### src/rtl/sgd_pkg.sv
// Shared definitions for the SGD sequencer and engine: state encoding, slot geometry
// and default widths.
package sgd_pkg;

    localparam int unsigned ADDR_WIDTH_DEF   = 12;
    localparam int unsigned MAX_FEATURES_DEF = 15;
    localparam int unsigned LENGTH_DEF       = 16;

    typedef enum logic [2:0] {
        StIdle    = 3'd0,
        StFetch   = 3'd1,
        StCapt    = 3'd2,
        StPresent = 3'd3,
        StDrain   = 3'd4,
        StDone    = 3'd5
    } sched_state_e;

    // Slot 0 (y / bias) sits in the most significant bits of the word.
    function automatic int unsigned slot_msb(input int unsigned data_width,
                                             input int unsigned length,
                                             input int unsigned j);
        return data_width - 1 - length * j;
    endfunction

endpackage

### src/rtl/sgd_feat_mask.sv
// Zeroes every feature slot above the active feature count; slot 0 is always kept.
module sgd_feat_mask
    import sgd_pkg::*;
#(
    parameter int unsigned LENGTH       = LENGTH_DEF,
    parameter int unsigned MAX_FEATURES = MAX_FEATURES_DEF,
    parameter int unsigned DATA_WIDTH   = LENGTH * (MAX_FEATURES + 1)
) (
    input  logic [3:0]            feat,
    input  logic [DATA_WIDTH-1:0] data_in,
    output logic [DATA_WIDTH-1:0] data_out
);

    int unsigned f_eff;

    assign f_eff = (32'(feat) > MAX_FEATURES) ? MAX_FEATURES : 32'(feat);

    always_comb begin
        data_out = '0;
        for (int unsigned j = 0; j <= MAX_FEATURES; j++) begin
            if (j <= f_eff) begin
                data_out[slot_msb(DATA_WIDTH, LENGTH, j) -: LENGTH] =
                    data_in[slot_msb(DATA_WIDTH, LENGTH, j) -: LENGTH];
            end
        end
    end

endmodule

### src/rtl/sgd_sched.sv
// Dataset sequencer for the SGD engine: fetches the initial weights, streams points
// 1..N for E epochs over valid/ready, then captures the engine's final weights.
module sgd_sched
    import sgd_pkg::*;
#(
    parameter int unsigned ADDR_WIDTH   = ADDR_WIDTH_DEF,
    parameter int unsigned MAX_FEATURES = MAX_FEATURES_DEF,
    parameter int unsigned LENGTH       = LENGTH_DEF,
    parameter int unsigned DATA_WIDTH   = LENGTH * (MAX_FEATURES + 1)
) (
    input  logic                  CLK,
    input  logic                  RST,
    input  logic                  start,
    input  logic                  abort,
    input  logic [3:0]            cfg_feat,
    input  logic [ADDR_WIDTH-1:0] cfg_data_points,
    input  logic [7:0]            cfg_epoch,
    output logic                  ram_en,
    output logic [ADDR_WIDTH-1:0] ram_addr,
    input  logic [DATA_WIDTH-1:0] ram_rdata,
    output logic                  pt_valid,
    output logic                  pt_init,
    output logic                  pt_last,
    output logic [DATA_WIDTH-1:0] pt_data,
    input  logic                  pt_ready,
    input  logic                  wt_valid,
    input  logic [DATA_WIDTH-1:0] wt_data,
    output logic [DATA_WIDTH-1:0] w_out,
    output logic [7:0]            epoch_cnt,
    output logic                  busy,
    output logic                  done,
    output logic                  cfg_err
);

    sched_state_e          state_q;
    logic [ADDR_WIDTH-1:0] addr_q;
    logic [ADDR_WIDTH-1:0] n_q;
    logic [7:0]            e_q;
    logic [3:0]            f_q;
    logic                  init_q;
    logic [7:0]            epoch_q;
    logic                  err_q;
    logic [DATA_WIDTH-1:0] data_q;
    logic [DATA_WIDTH-1:0] w_q;
    logic [DATA_WIDTH-1:0] masked;
    logic [7:0]            epoch_next;

    assign epoch_next = epoch_q + 8'd1;

    sgd_feat_mask #(
        .LENGTH       (LENGTH),
        .MAX_FEATURES (MAX_FEATURES),
        .DATA_WIDTH   (DATA_WIDTH)
    ) u_feat_mask (
        .feat     (f_q),
        .data_in  (ram_rdata),
        .data_out (masked)
    );

    always_ff @(posedge CLK) begin
        if (RST) begin
            state_q <= StIdle;
            addr_q  <= '0;
            n_q     <= '0;
            e_q     <= '0;
            f_q     <= '0;
            init_q  <= 1'b0;
            epoch_q <= '0;
            err_q   <= 1'b0;
            data_q  <= '0;
            w_q     <= '0;
        end else if (abort) begin
            state_q <= StIdle;
            err_q   <= 1'b0;
        end else begin
            unique case (state_q)
                StIdle, StDone: begin
                    if (start) begin
                        n_q     <= cfg_data_points;
                        e_q     <= cfg_epoch;
                        f_q     <= cfg_feat;
                        epoch_q <= '0;
                        err_q   <= 1'b0;
                        if (cfg_data_points == '0 || cfg_epoch == '0) begin
                            err_q   <= 1'b1;
                            state_q <= StDone;
                        end else begin
                            addr_q  <= '0;
                            init_q  <= 1'b1;
                            state_q <= StFetch;
                        end
                    end
                end
                StFetch: state_q <= StCapt;
                StCapt: begin
                    data_q  <= masked;
                    state_q <= StPresent;
                end
                StPresent: begin
                    if (pt_ready) begin
                        if (init_q) begin
                            init_q  <= 1'b0;
                            addr_q  <= ADDR_WIDTH'(1);
                            state_q <= StFetch;
                        end else if (addr_q < n_q) begin
                            addr_q  <= addr_q + ADDR_WIDTH'(1);
                            state_q <= StFetch;
                        end else begin
                            epoch_q <= epoch_next;
                            if (epoch_next == e_q) begin
                                state_q <= StDrain;
                            end else begin
                                addr_q  <= ADDR_WIDTH'(1);
                                state_q <= StFetch;
                            end
                        end
                    end
                end
                StDrain: begin
                    if (wt_valid) begin
                        w_q     <= wt_data;
                        state_q <= StDone;
                    end
                end
                default: state_q <= StIdle;
            endcase
        end
    end

    // Handshake strobes are gated by abort so they fall in the abort cycle itself.
    assign ram_en    = (state_q == StFetch) && !abort;
    assign ram_addr  = addr_q;
    assign pt_valid  = (state_q == StPresent) && !abort;
    assign pt_init   = (state_q == StPresent) && init_q;
    assign pt_last   = (state_q == StPresent) && !init_q && (addr_q == n_q);
    assign pt_data   = data_q;
    assign w_out     = w_q;
    assign epoch_cnt = epoch_q;
    assign busy      = (state_q != StIdle) && (state_q != StDone);
    assign done      = (state_q == StDone);
    assign cfg_err   = err_q;

endmodule
### config.mk
export PLATFORM = sky130hd
export DESIGN_NAME = sgd_sched
export DESIGN_NICKNAME = d
export VERILOG_FILES = /design/src/rtl/sgd_pkg.sv /design/src/rtl/sgd_feat_mask.sv /design/src/rtl/sgd_sched.sv
export SDC_FILE = /design/constraint.sdc
export NUM_CORES = 1
export LEC_CHECK = 0
export CAP_MARGIN = 5
export CORE_AREA = 2 2 425 427
export DETAILED_ROUTE_END_ITERATION = 8
export DIE_AREA = 0 0 427 429
export HOLD_SLACK_MARGIN = 0.15
export SYNTH_ARGS = -nofsm -noshare
export SYNTH_HDL_FRONTEND = slang
export SYNTH_SLANG_ARGS = --single-unit
### constraint.sdc
create_clock -name CLK -period 2.95 [get_ports CLK]
set_clock_uncertainty 0.15 [all_clocks]
set_input_delay 0.885 -clock CLK [delete_from_list [all_inputs] [get_ports CLK]]
set_output_delay 0.885 -clock CLK [all_outputs]
set_load 0.05 [all_outputs]
---- Word level (Yosys, flattened, before mapping) ----
Cells that the tools add are included.
storage, ports and cells
  bits in registers ....................... 561
  output and inout port bits .............. 539
cells by class
  reduce and logical (&&, ||, !) cells .... 24
  add/subtract/negate cells ............... 2
  bitwise logic cells ..................... 1
  muxes and demuxes ....................... 41
  equal/unequal tests ..................... 15
  magnitude comparators ................... 17
operator list
  kind                                                                   number
  16-bit 2-to-1 mux                                                      16
  12-bit 2-to-1 mux                                                      6
  4-bit <= comparator, first input constant                              8
  8-bit 2-to-1 mux                                                       4
  12-bit case mux with 2 select lines                                    1
  3-bit 2-to-1 mux                                                       7
  3-bit by 4-bit <= comparator with 1-bit output, first input constant   4
  8-bit case mux with 2 select lines                                     1
  3-bit case mux with 5 select lines                                     1
  12-bit by 1-bit adder with 12-bit output, second input constant        1
  12-bit equality test                                                   1
  12-bit zero test                                                       1
  12-bit less-than comparator                                            1
  2-bit != test, second input constant                                   6
  6-bit AND reduction                                                    2
  3-bit AND reduction                                                    3
  8-bit by 1-bit adder with 8-bit output, second input constant          1
  8-bit equality test                                                    1
  1-bit by 4-bit <= comparator with 1-bit output, first input constant   2
  2-bit by 4-bit <= comparator with 1-bit output, first input constant   2
  8-bit zero test                                                        1
  3-bit by 2-bit equality test with 1-bit output, second input constant  2
  3-bit equality test, second input constant                             2
  1-bit logical AND                                                      6
  14 further kinds                                                       20

---- Longest topological paths before layout ----
Gate-level depths: netlist of run 1.
  depth after elaboration ................. 7
  gate-level depth with buffers ........... 10
  depth with buffers taken out ............ 9

---- Cells and area by module ----
A second synthesis of run 1 with hierarchy kept.
unflattened totals
  cell total of the unflattened synthesis .. 2,870
  area total of the unflattened synthesis .. 22,146.2 sq um
modules (own cells, without submodules)
  module         times used  cells each  area an instance (sq um)  sequential area each (sq um)
  sgd_sched      1           2,572       20,209.4                  11,230.8
  sgd_feat_mask  1           298         1,936.9                   0.0

---- Worst setup path before layout of run 1 ----
No wires, ideal clock.
  path type ............................... in2out
  start ................................... in abort
  end ..................................... out ram_en
  slack ................................... -764 ps
  path buffers ............................ 1
  data required time ...................... 1,915 ps
  data arrival time ....................... 2,679 ps
  cell stages on the path ................. 2
  cells stage by stage .................... buf_2 > nor4b_1
on the way
  cells in the longest elaborated chain, start to end .. 2
RTL lines
  item                RTL line          source
  start: declaration  sgd_sched.sv:14   input logic abort,
  1-bit zero test     sgd_sched.sv:131  assign ram_en = (state_q == StFetch) && !abort;
  1-bit logical AND   sgd_sched.sv:131
  end: declaration    sgd_sched.sv:18   output logic ram_en,
Every way passes these cells.

---- Worst setup path after layout of run 1 ----
  start ................................... reg n_q[7]
  end ..................................... out pt_last
on the way
  cells in the longest elaborated chain, start to end .. 2
RTL lines
  item                      RTL line          source
  start: declaration        sgd_sched.sv:37   logic [ADDR_WIDTH-1:0] n_q;
  start signal: assignment  sgd_sched.sv:79   n_q <= cfg_data_points;
  12-bit equality test      sgd_sched.sv:135  assign pt_last = (state_q == StPresent) && !init_q && (addr_q == n_q);
  1-bit logical AND         sgd_sched.sv:135
  end: declaration          sgd_sched.sv:23   output logic pt_last,
Every way passes these cells.

==> run summary, run 1 <==
The run finished, with violations left. The net switching component of the power is 4.12 mW. The number of filler cells placed in the layout is 19700. The data arrival time of the worst path is 2.09 ns. The fraction of power consumed by sequential logic is 0.435. Setup repair after global routing could not meet its margin everywhere. The switching part of the total power is 0.235.

The total congestion overflow came out at 0. The number of flip-flops and latches in the synthesized netlist is 561. The core region area is 178000 sq um. The worst hold path passes through 2 cells. Of the available clock period, the critical path in the final layout requires 1.06. The average cell area after synthesis is 8.44 sq um. The highest fanout seen on the critical path came out at 2. The Yosys step of the flow raised 0 warnings. The largest vdd supply drop is 0.341 mV. In the final design database the tool counted 4040 nets.

The worst setup path is of the reg2out kind. The number of sinks on the clock net is 561. TritonCTS built the clock tree. The type of element capturing the critical path is an output port. The area growth from synthesis to layout is 83.6%. The number of flops mapped to enable cells by yosys is 0.

The average via count per standard cell came out at 3.68. The detail-routed net length per standard cell came out at 19.6 um. The synthesized netlist occupies a cell area of 20000 sq um. The overall routing resource usage came out at 0.120. Setup violations remaining at the end of the flow were counted as 1. The max-slew violation total from the final report came out at 0. The number of hold-slack violations in the final timing report is 0. The upper clock frequency limit came out at 0.321 GHz. Summed over all cells, the static leakage comes to 14.0 nW.

The CTS H-tree depth came out at 3. The remaining antenna violation count came out at 0. After clock tree synthesis, the clock-pin slew on the worst setup and hold paths is 0.06 ns.

The number of global-route vias before repair is 20800. The clock latency of the later-clocked register in the worst-skew pair is 0.67 ns. Including well taps, the total number of placed cells is 5767. The maximum number of pins on one net before global-route repair is 144. The data required time at the worst endpoint came out at 1.92 ns. The post-CTS setup-driven buffer insertion count is 0. The root buffer cell is sky130_fd_sc_hd__clkbuf_16. The post-synth net total came out at 2932. The die width is 427 um. The least setup slack across all paths after layout is -0.170 ns. The number of instances in the synthesized netlist came out at 2376. 1081 I/O pins were placed.

The floorplan step set the die height to 429 um. For the pin with the worst max-slew slack, the measured transition is 0.871 ns. The half-perimeter wire length after placement is 92500 um. The share of total power in combinational logic is 0.077. The post-synthesis async set-or-reset flop share is 0. The worst setup path is launched from a register. The path category of the worst min-delay check is reg2reg. The design internal power is 13.4 mW.

The iteration-0 DRC count of the detailed router is 1352. After detailed routing, the number of remaining DRC violations is 0. The share of post-route cells with drive strength above 1 came out at 0.103. The total power is 17.5 mW. The worst setup slack after placement came out at -0.273 ns.

The die area came out at 183000 sq um. The minimum clock period is 3.12 ns. The first detailed-routing pass ran for 6 iterations.

For this configuration, the core starts out at a cell density of 0.113. In this run the tightest slew margin relative to its limit is 0.420. Of the total power, the clock network draws 0.489. The cell depth of the worst flop-to-flop path came out at 11. Routability-driven placement finished with a final weighted congestion of 0.908. The standard-cell row count is 155. Dividing total power by cell area gives a power density of 477 nW/um^2.

The distinct cell type count after synthesis is 57. The sequential cell area fraction in the yosys report came out at 0.560. Counting along the longest clock path gives a buffer depth of 3.

Once layout is complete, the cells apart from fillers number 5900. The number of clock buffers inserted by TritonCTS is 70. The via count is 21700. The number of violations of the max-capacitance limit is 0. The final wirelength is 115000 um. The final reports fail on setup timing. The first-pass GRT wire length came out at 157000 um.

The number of antenna violations at the first check in global routing is 34. Among all flip-flop cells after synthesis, the most frequent one is sky130_fd_sc_hd__dfxtp_1. The number of port buffers is 1080.
==> metal layers <==
metal	wire (um)	track usage
met4	3560	0.0414
met5	159	0
met1	46600	0.144
met2	55400	0.198
met3	9690	0.0405
==> layout make-up <==
type	count	area, sq um	share of cell area
repair buffers	1223	12100	0.329
diodes	13	32.5	0.000884
clock inverters	22	220	0.00598
well taps	2355	2950	0.0800
flip-flops and latches	561	11200	0.305
multi-input cells	1613	8200	0.223
inverters	15	56.3	0.00153
clock buffers	98	2020	0.0549
==> power groups by stage <==
stage          clock network (mW)  registers [mW]  logic, mW
2_1_floorplan                   0            7.81      0.275
3_3_place_gp                    0            7.79       1.33
3_5_place_dp                    0            7.79       1.33
4_1_cts                      8.88            7.63       1.35
5_1_grt                      9.15            7.63       1.42
6_report                     8.57            7.63       1.34
==> registers in the layout (all words and copies together), names as in the netlist <==
name,cells
n_q,12
init_q,1
cfg_err,1
ram_addr,12
f_q,4
w_out,256
epoch_cnt,8
state_q,3
pt_data,256
e_q,8
==> cell usage after synthesis, types with 4 or more instances <==
| cell type | instances | area share |
|---|---|---|
| sky130_fd_sc_hd__a221o_1 | 4 | 0.0020 |
| sky130_fd_sc_hd__o31ai_1 | 9 | 0.0034 |
| sky130_fd_sc_hd__inv_1 | 15 | 0.0028 |
| sky130_fd_sc_hd__dfxtp_1 | 561 | 0.56 |
| sky130_fd_sc_hd__o21ai_0 | 7 | 0.0017 |
| sky130_fd_sc_hd__a21o_1 | 12 | 0.0045 |
| sky130_fd_sc_hd__nand2_1 | 613 | 0.11 |
| sky130_fd_sc_hd__ha_1 | 14 | 0.0087 |
| sky130_fd_sc_hd__xnor2_1 | 8 | 0.0035 |
| sky130_fd_sc_hd__nor2_1 | 241 | 0.045 |
| sky130_fd_sc_hd__nor3_1 | 10 | 0.0025 |
| sky130_fd_sc_hd__nor4_1 | 6 | 0.0019 |
| sky130_fd_sc_hd__buf_2 | 5 | 0.0012 |
| sky130_fd_sc_hd__mux2i_1 | 25 | 0.012 |
| sky130_fd_sc_hd__clkbuf_1 | 171 | 0.032 |
| sky130_fd_sc_hd__buf_1 | 7 | 0.0013 |
| sky130_fd_sc_hd__a22oi_1 | 193 | 0.072 |
| sky130_fd_sc_hd__nand3_1 | 67 | 0.017 |
| sky130_fd_sc_hd__nor2b_1 | 4 | 0.0012 |
| sky130_fd_sc_hd__and3_1 | 13 | 0.0041 |
| sky130_fd_sc_hd__a21oi_1 | 332 | 0.083 |
| sky130_fd_sc_hd__and2_1 | 4 | 0.0012 |
==> repair_timing <==
action,4_1_cts,5_1_grt
endpoints found under the setup margin,218,43
hold buffers,0,0
pin swaps,3,0
resized for setup,239,27
==> cell families after synthesis <==
group | Yosys count | synth area share
adders and majority gates | 14 | 0.00874
muxes | 26 | 0.0130
DFF | 561 | 0.560
buffers and inverters | 202 | 0.0393
and+or+nand+nor | 981 | 0.197
xor gates and xnor gates | 11 | 0.00481
AOI/OAI and AO/OA | 581 | 0.177
==> final timing paths <==
| path | start | to | slack [ns] |
|---|---|---|---|
| min | pt_data[177] | pt_data[177] | 0.30 |
| max reg2reg | n_q[5] | ram_addr[7] | 0.16 |
| max | n_q[7] | pt_last | -0.17 |
| min reg2reg | pt_data[177] | pt_data[177] | 0.30 |
==> through the flow <==
step / hold WS, ns / setup TNS (ns) / util / cell area, sq um
floorplan: 0.310 / -0.0682 / - / 20100
global placement: 0.290 / -83.76 / 0.195 / 34600
detailed placement: 0.294 / -56.55 / 0.195 / 34600
CTS: 0.300 / -0.250 / 0.206 / 36700
finish: 0.300 / -0.170 / 0.207 / 36800
global route: 0.316 / -1.34 / 0.207 / 36800
==> critical path: stages, from the launching register on <==
cell and delay, ns:
sky130_fd_sc_hd__dfxtp_2 0.35, sky130_fd_sc_hd__inv_2 0.06, sky130_fd_sc_hd__ha_4 0.26, sky130_fd_sc_hd__and3_4 0.18, sky130_fd_sc_hd__buf_6 0.10, sky130_fd_sc_hd__nand3_4 0.08
sky130_fd_sc_hd__nor3_4 0.21, sky130_fd_sc_hd__buf_12 0.18
==> layout by cell type, fill, tap and decap left out, types with 6 or more instances in the layout <==
cell type,instances
sky130_fd_sc_hd__buf_12,46
sky130_fd_sc_hd__a22oi_1,193
sky130_fd_sc_hd__clkbuf_16,72
sky130_fd_sc_hd__nand2_1,612
sky130_fd_sc_hd__clkbuf_8,12
sky130_fd_sc_hd__a21o_1,12
sky130_fd_sc_hd__nand3_1,65
sky130_fd_sc_hd__nor2_2,7
sky130_fd_sc_hd__xnor2_1,8
sky130_fd_sc_hd__a21oi_1,332
sky130_fd_sc_hd__diode_2,13
sky130_fd_sc_hd__ha_1,10
sky130_fd_sc_hd__dfxtp_2,10
sky130_fd_sc_hd__nor2_1,233
sky130_fd_sc_hd__dlygate4sd2_1,213
sky130_fd_sc_hd__dfxtp_1,551
sky130_fd_sc_hd__buf_4,162
sky130_fd_sc_hd__nor3_1,7
sky130_fd_sc_hd__clkbuf_1,14
sky130_fd_sc_hd__inv_1,12
sky130_fd_sc_hd__o31ai_1,9
sky130_fd_sc_hd__clkinv_2,11
sky130_fd_sc_hd__nor4_1,6
sky130_fd_sc_hd__dlymetal6s2s_1,24
sky130_fd_sc_hd__and3_1,11
sky130_fd_sc_hd__o21ai_0,7
sky130_fd_sc_hd__clkdlybuf4s50_1,776
sky130_fd_sc_hd__mux2i_1,25
Power figures use the tool's default switching activity.
==> run 2: changes to the inputs <==
--- a/config.mk
+++ b/config.mk
@@ -5,10 +5,11 @@
 export SDC_FILE = /design/constraint.sdc
 export NUM_CORES = 1
 export LEC_CHECK = 0
+export ABC_AREA = 1
 export CAP_MARGIN = 5
-export CORE_AREA = 2 2 425 427
+export CORE_AREA = 2 2 422 424
 export DETAILED_ROUTE_END_ITERATION = 8
-export DIE_AREA = 0 0 427 429
+export DIE_AREA = 0 0 424 426
 export HOLD_SLACK_MARGIN = 0.15
 export SYNTH_ARGS = -nofsm -noshare
 export SYNTH_HDL_FRONTEND = slang
==> constraint.sdc (replaced) <==
create_clock -name CLK -period 3.7 [get_ports CLK]
set_clock_uncertainty 0.15 [all_clocks]
set_input_delay 1.11 -clock CLK [delete_from_list [all_inputs] [get_ports CLK]]
set_output_delay 1.11 -clock CLK [all_outputs]
set_load 0.05 [all_outputs]
==> run summary, run 2 <==
The number of hold-repair buffers added at the cts stage is 0 (unchanged). The number of hold-slack violations in the final timing report came out at 0 (unchanged). The die width is 424 um (was 427 um).

The final worst-path cycle share is 0.954. The headroom to the max-slew limit was 0.284 (was 0.420). The post-synth net total is 3171 (was 2932).

The highest fanout seen on the critical path is 8 (was 2). The data arrival time of the worst path came out at 2.27 ns (was 2.09 ns). Outcome: completed (was complete, but fails checks). The first-pass iteration count of the detailed router is 5 (was 6). The remaining design rule violation count is 0 (unchanged). The overall routing resource usage is 0.118 (was 0.120).

The upper clock frequency limit came out at 0.283 GHz. The number of clock buffers inserted by TritonCTS is 69 (was 70). The average via count per standard cell came out at 3.73 (was 3.68). The category of the critical setup timing path is reg2out (unchanged). The most numerous cell in the Yosys netlist was sky130_fd_sc_hd__nor2_1 (was sky130_fd_sc_hd__nand2_1). The number of global-route vias before repair was 21300 (was 20800).

The critical path startpoint is state_q[2] (was n_q[7]). The commonest non-fill, non-tap cell in the layout is sky130_fd_sc_hd__clkdlybuf4s50_1 (unchanged). The minimum clock period came out at 3.53 ns. The number of port buffers is 1080 (unchanged). The share of Yosys cell area claimed by the top area cell type came to 0.548 (was 0.560). The type of element capturing the critical path is an output port (unchanged). The startpoint of the lowest-slack hold path is n_q[5] (was pt_data[177]). The remaining antenna violation count came out at 0 (unchanged). The post-CTS setup-driven buffer insertion count is 0 (unchanged).

Commonest cells in the synthesized netlist: 695 x sky130_fd_sc_hd__nor2_1, 561 x sky130_fd_sc_hd__dfxtp_1, 313 x sky130_fd_sc_hd__o21ai_0 (was 613 x sky130_fd_sc_hd__nand2_1, 561 x sky130_fd_sc_hd__dfxtp_1, 332 x sky130_fd_sc_hd__a21oi_1). The max-slew violation total from the final report is 0 (unchanged). The cell depth of the worst flop-to-flop path came out at 13 (was 11). The root buffer cell is sky130_fd_sc_hd__clkbuf_16 (unchanged). Leading cell types in the layout, fill and taps excluded: 1074 x sky130_fd_sc_hd__clkdlybuf4s50_1, 694 x sky130_fd_sc_hd__nor2_1, 561 x sky130_fd_sc_hd__dfxtp_1 (was 776 x sky130_fd_sc_hd__clkdlybuf4s50_1, 612 x sky130_fd_sc_hd__nand2_1, 551 x sky130_fd_sc_hd__dfxtp_1). The final wirelength was 113000 um (was 115000 um). The data required time at the worst endpoint is 2.44 ns (was 1.92 ns). The path category of the worst min-delay check was reg2reg (unchanged).

The pin slew with the least headroom to its limit is 1.07 ns (was 0.871 ns). The distinct cell type count after synthesis is 44 (was 57). Unrepaired setup endpoints after global routing: no (was yes). The total congestion overflow is 0 (unchanged). The share of post-route cells with drive strength above 1 came out at 0.0547 (was 0.103). The iteration-0 DRC count of the detailed router came out at 1655 (was 1352). The half-perimeter wire length after placement is 88400 um (was 92500 um).

The via count came out at 22500 (was 21700). The number of filler cells placed in the layout is 19400 (was 19700). The power density of the placed cells is 390 nW/um^2 (was 477 nW/um^2). The number of antenna violations at the first check in global routing was 20 (was 34).

The CTS tree is done (unchanged). The setup TNS after final layout is 0 ns (was -0.170 ns). The post-synthesis async set-or-reset flop share came to 0 (unchanged). The core utilization of the finished layout came out at 0.208 (was 0.207).

The startpoint type of the worst setup path was a register (unchanged). The depth of the worst hold-timing path is 2 (unchanged). Largest cells by area after synthesis: sky130_fd_sc_hd__dfxtp_1 55%, sky130_fd_sc_hd__nor2_1 13%, sky130_fd_sc_hd__o21ai_0 7.6% (was sky130_fd_sc_hd__dfxtp_1 56%, sky130_fd_sc_hd__nand2_1 11%, sky130_fd_sc_hd__a21oi_1 8.3%). The CTS H-tree depth came out at 3 (unchanged). The first-pass GRT wire length is 155000 um (was 157000 um).

The number of flip-flops and latches in the synthesized netlist is 561 (unchanged). The number of violations of the max-capacitance limit came to 0 (unchanged). The standard-cell row count was 154 (was 155).

The clock latency of the later-clocked register in the worst-skew pair is 0.68 ns (was 0.67 ns). The detail-routed net length per standard cell is 18.7 um (was 19.6 um). The last weighted congestion value of the routability-driven placer came out at 0.897 (was 0.908). The sequential cell area fraction in the yosys report is 0.548 (was 0.560). The buffer levels on the longest clock path was 3 (unchanged). The area growth from synthesis to layout is 78.3% (was 83.6%). The leakage power of the design is 13.3 nW (was 14.0 nW). The post-synthesis instance area came to 20500 sq um (was 20000 sq um). The placed instance count is 5914 (was 5767). The post-synthesis cell type with the largest combined area is sky130_fd_sc_hd__dfxtp_1 (unchanged). The number of sinks on the clock net came out at 561 (unchanged). The prevailing post-synth register cell is sky130_fd_sc_hd__dfxtp_1 (unchanged). The total number of nets in the final design came out at 4201 (was 4040).

The number of instances in the synthesized netlist came out at 2615 (was 2376). The setup-violating endpoint count in the final report came to 0 (was 1). The number of flops mapped to enable cells by yosys came out at 0 (unchanged). The y dimension of the die came out at 426 um (was 429 um).

The clock-pin slew reported for the worst setup and hold paths after clock tree synthesis came out at 0.06 ns (about the same). The launching point of the worst reg2reg path is epoch_cnt[0] (was n_q[5]). The post-layout instance count excluding filler cells came out at 6040 (was 5900).

The largest vdd supply drop came out at 0.280 mV (was 0.341 mV). The maximum number of pins on one net before global-route repair was 156 (was 144). The initial core utilization is 0.117 (was 0.113). The boundary pin count is 1081 (unchanged). The core region area is 176000 sq um (was 178000 sq um). The die area came out at 181000 sq um (was 183000 sq um). The number of warnings printed during yosys synthesis is 0 (unchanged). The average cell area after synthesis was 7.84 sq um (was 8.44 sq um).
## run 2: worst max-delay path, cell delays in order, from the launching register on
cell and delay (ns):
sky130_fd_sc_hd__dfxtp_1 0.37, sky130_fd_sc_hd__inv_2 0.11, sky130_fd_sc_hd__nand2_2 0.07, sky130_fd_sc_hd__nor2_4 0.21, sky130_fd_sc_hd__inv_6 0.10, sky130_fd_sc_hd__nor2_1 0.13, sky130_fd_sc_hd__dlygate4sd2_1 0.62
## run 2: report_power, final
group | switching, mW | leakage [nW] | internal (mW)
clock network | 2.94 | 1.11 | 3.96
registers | 0.0338 | 4.52 | 6.09
logic | 0.587 | 7.70 | 0.641
## run 2: layout make-up
type	instances	area (sq um)	area share
diodes	8	20.0	0.000548
flip-flops and latches	561	11200	0.307
repair buffers	1141	11500	0.314
clock inverters	22	332	0.00907
well taps	2340	2930	0.0801
inverters	77	319	0.00873
clock buffers	96	1960	0.0536
multi-input cells	1795	8280	0.226
## run 2: timing repair
item,CTS,global route
hold endpoints to repair,0,0
resized for setup,1,0
endpoints found under the setup margin,1,0
## run 2: path summary, 6_finish.rpt
path / endpoint / slack (ns)
worst max-delay path: pt_init / 0.17
worst min register to register: n_q[5] / 0.31
worst max register to register: ram_addr[10] / 1.04
worst min-delay path: n_q[5] / 0.31
## run 2: logic make-up after synthesis
family | Yosys count | synth area share
xor+xnor | 4 | 0.00171
compound gates | 622 | 0.166
simple gates | 1155 | 0.225
fa+ha+maj | 14 | 0.00854
buf+inv | 259 | 0.0512
flops | 561 | 0.548
## run 2: per-stage QoR
| step | cell area [sq um] | setup slack (ns) | hold WS [ns] | total power [mW] |
|---|---|---|---|---|
| floorplan | 20500 | 0.314 | 0.283 | 6.62 |
| global placement | 34300 | 0.296 | 0.298 | 7.48 |
| detailed placement | 34300 | 0.270 | 0.303 | 7.49 |
| CTS | 36500 | 0.106 | 0.311 | 14.5 |
| global route | 36500 | 0.0778 | 0.324 | 14.8 |
| finish | 36600 | 0.171 | 0.309 | 14.3 |
## run 2: per-layer routing
metal,GRT usage,share of wire
met1,0.135,0.38
met5,0,0.00031
met3,0.0357,0.081
met4,0.0437,0.031
met2,0.206,0.51
==> run 3: changes to the inputs <==
--- a/config.mk
+++ b/config.mk
@@ -6,10 +6,11 @@
 export NUM_CORES = 1
 export LEC_CHECK = 0
 export ABC_AREA = 1
-export CAP_MARGIN = 5
-export CORE_AREA = 2 2 422 424
+export CAP_MARGIN = 10
+export CORE_AREA = 5 5 413 415
+export CTS_CLUSTER_SIZE = 30
 export DETAILED_ROUTE_END_ITERATION = 8
-export DIE_AREA = 0 0 424 426
+export DIE_AREA = 0 0 418 420
 export HOLD_SLACK_MARGIN = 0.15
 export SYNTH_ARGS = -nofsm -noshare
 export SYNTH_HDL_FRONTEND = slang
==> run summary, run 3 (synthesized netlist as in run 2, its figures left out) <==
The setup-violating endpoint count in the final report is 0 (unchanged). The iteration-0 DRC count of the detailed router is 1654 (was 1655). The core utilization of the finished layout came out at 0.219 (was 0.208). The area of placed instances was 34100 sq um (was 34300 sq um).

The worst-case hold path end point is pt_data[7] (was n_q[5]). The path category of the worst min-delay check is reg2reg (unchanged). The number of hold-slack violations in the final timing report came out at 0 (unchanged). The clock latency of the later-clocked register in the worst-skew pair is 0.65 ns (was 0.68 ns). The combined flip-flop and latch cell area came out at 11200 sq um (unchanged).

The die area came out at 176000 sq um (was 181000 sq um). The launching point of the worst reg2reg path was ram_addr[11] (was epoch_cnt[0]). The remaining antenna violation count is 0 (unchanged). The least setup slack across all paths after layout came to 0.197 ns (was 0.171 ns). The startpoint type of the worst setup path is a register (unchanged). The last weighted congestion value of the routability-driven placer came out at 0.872 (was 0.897). The detail-routed net length per standard cell came out at 19.0 um (was 18.7 um). The depth of the worst hold-timing path is 2 (unchanged). The half-perimeter wire length after placement came out at 87600 um (was 88400 um). The setup TNS after final layout came to 0 ns (unchanged). The max-slew violation total from the final report is 0 (unchanged). The final design area excluding fillers came out at 36500 sq um (was 36600 sq um). The number of filler cells placed in the layout came out at 18300 (was 19400).

The first-pass iteration count of the detailed router came out at 7 (was 5). The headroom to the max-slew limit is 0.310 (was 0.284). The y dimension of the die came to 420 um (was 426 um). The CTS tree was done (unchanged). The average via count per standard cell is 3.79 (was 3.73). The total number of nets in the final design is 4211 (was 4201). Leading cell types in the layout, fill and taps excluded: 1073 x sky130_fd_sc_hd__clkdlybuf4s50_1, 694 x sky130_fd_sc_hd__nor2_1, 561 x sky130_fd_sc_hd__dfxtp_1 (was 1074 x sky130_fd_sc_hd__clkdlybuf4s50_1, 694 x sky130_fd_sc_hd__nor2_1, 561 x sky130_fd_sc_hd__dfxtp_1). The CTS H-tree depth came out at 3 (unchanged).

The data required time at the worst endpoint came out at 2.44 ns (about the same). The clock-pin slew reported for the worst setup and hold paths after clock tree synthesis came out at 0.06 ns (about the same). Critical path cell sequence: nor2_1 > o21ai_2 > clkdlybuf4s50_1 (was inv_2 > nand2_2 > nor2_4 > inv_6 > nor2_1 > dlygate4sd2_1). The upper clock frequency limit came out at 0.285 GHz (was 0.283 GHz).

The leakage power of the design is 13.4 nW (was 13.3 nW). The critical path startpoint is state_q[0] (was state_q[2]). The data arrival time of the worst path is 2.24 ns (was 2.27 ns). The final worst-path cycle share came to 0.947 (was 0.954). The highest cell delay on the worst timing path is 0.86 ns (was 0.62 ns). The pin slew with the least headroom to its limit is 1.04 ns (was 1.07 ns).

The number of port buffers is 1080 (unchanged). The via count is 22400 (was 22500). The standard-cell row count came out at 150 (was 154).

The remaining design rule violation count is 0 (unchanged). The startpoint of the lowest-slack hold path was pt_data[7] (was n_q[5]). The buffer levels on the longest clock path is 3 (unchanged). The largest vdd supply drop is 0.425 mV (was 0.280 mV). The initial core utilization came out at 0.123 (was 0.117). The commonest non-fill, non-tap cell in the layout is sky130_fd_sc_hd__clkdlybuf4s50_1 (unchanged). The total congestion overflow came to 0 (unchanged).

The share of post-route cells with drive strength above 1 came out at 0.0597 (was 0.0547). The number of hold-repair buffers added at the cts stage came out at 0 (unchanged). The number of sinks on the clock net came out at 561 (unchanged). Unrepaired setup endpoints after global routing: no (unchanged). The cell depth of the worst flop-to-flop path is 12 (was 13). The area taken by multi-input logic gates came out at 8290 sq um (was 8280 sq um). The die width is 418 um (was 424 um). Outcome: completed (unchanged). The destination of the worst register-to-register timing path is epoch_cnt[0] (was ram_addr[10]). The number of clock buffers inserted by TritonCTS came out at 70 (was 69). The category of the critical setup timing path was reg2out (unchanged).

The number of violations of the max-capacitance limit came to 0 (unchanged). The worst-path cell with the longest stage delay is sky130_fd_sc_hd__clkdlybuf4s50_1 (was sky130_fd_sc_hd__dlygate4sd2_1). The first-pass GRT wire length is 153000 um (was 155000 um). The number of antenna violations at the first check in global routing is 22 (was 20). The type of element capturing the critical path is an output port (unchanged).

The number of global-route vias before repair was 21500 (was 21300). The boundary pin count is 1081 (unchanged). The final wirelength is 112000 um (was 113000 um). The minimum clock period came out at 3.50 ns (was 3.53 ns). The worst setup slack after placement is 0.351 ns (was 0.270 ns). The maximum number of pins on one net before global-route repair came out at 152 (was 156). The area growth from synthesis to layout came out at 77.9% (was 78.3%). The core region area is 166000 sq um (was 176000 sq um). The slack of the worst reg-to-reg path is 1.06 ns (was 1.04 ns). The power density of the placed cells is 397 nW/um^2 (was 390 nW/um^2).

The highest fanout seen on the critical path is 6 (was 8). The overall routing resource usage is 0.119 (was 0.118). The root buffer cell was sky130_fd_sc_hd__clkbuf_16 (unchanged).
## run 3: power breakdown
part	switching (mW)	internal [mW]	total, mW
Clock	2.90	4.22	7.13
Combinational	0.592	0.642	1.23
Sequential	0.0343	6.09	6.12
## run 3: critical path: cells and delay by family, from the launching register on
kind	cells	cell delay [ns]
AND/OR/NAND/NOR	1	0.09
buffers and inverters	1	0.86
AO/OA/AOI/OAI	1	0.20
flip-flops	1	0.43
## run 3: worst max-delay path by stage
stage | end
after floorplan | pt_last
after global placement | w_out[171]
after detailed placement | pt_data[120]
after CTS | w_out[5]
after global routing | busy
final | busy
## run 3: cell type report
| type | count | share of cell area |
|---|---|---|
| Tap cell | 2204 | 0.0756 |
| Antenna cell | 7 | 0.000480 |
| Timing Repair Buffer | 1150 | 0.316 |
| Sequential cell | 561 | 0.308 |
| Clock inverter | 28 | 0.0102 |
| Multi-Input combinational cell | 1795 | 0.227 |
| Inverter | 77 | 0.00874 |
| Clock buffer | 93 | 0.0545 |
## run 3: repair_timing
item,4_1_cts,5_1_grt
gates resized for setup,1,0
endpoints found under the hold margin,0,0
endpoints found under the setup margin,1,0
buffers inserted,0,0
## run 3: metal layers
metal  wire, um  track usage
met4       3810       0.0455
met5        138            0
met3       9790       0.0426
met2      55200        0.201
met1      43300        0.137
## run 3: metrics by stage
step / instances / power, mW / hold WS, ns
finish: 5915 / 14.5 / 0.312
global route: 5913 / 15.1 / 0.330
CTS: 5908 / 14.7 / 0.313
detailed placement: 5787 / 7.49 / 0.305
global placement: 5787 / 7.48 / 0.297
floorplan: 2615 / 6.62 / 0.283
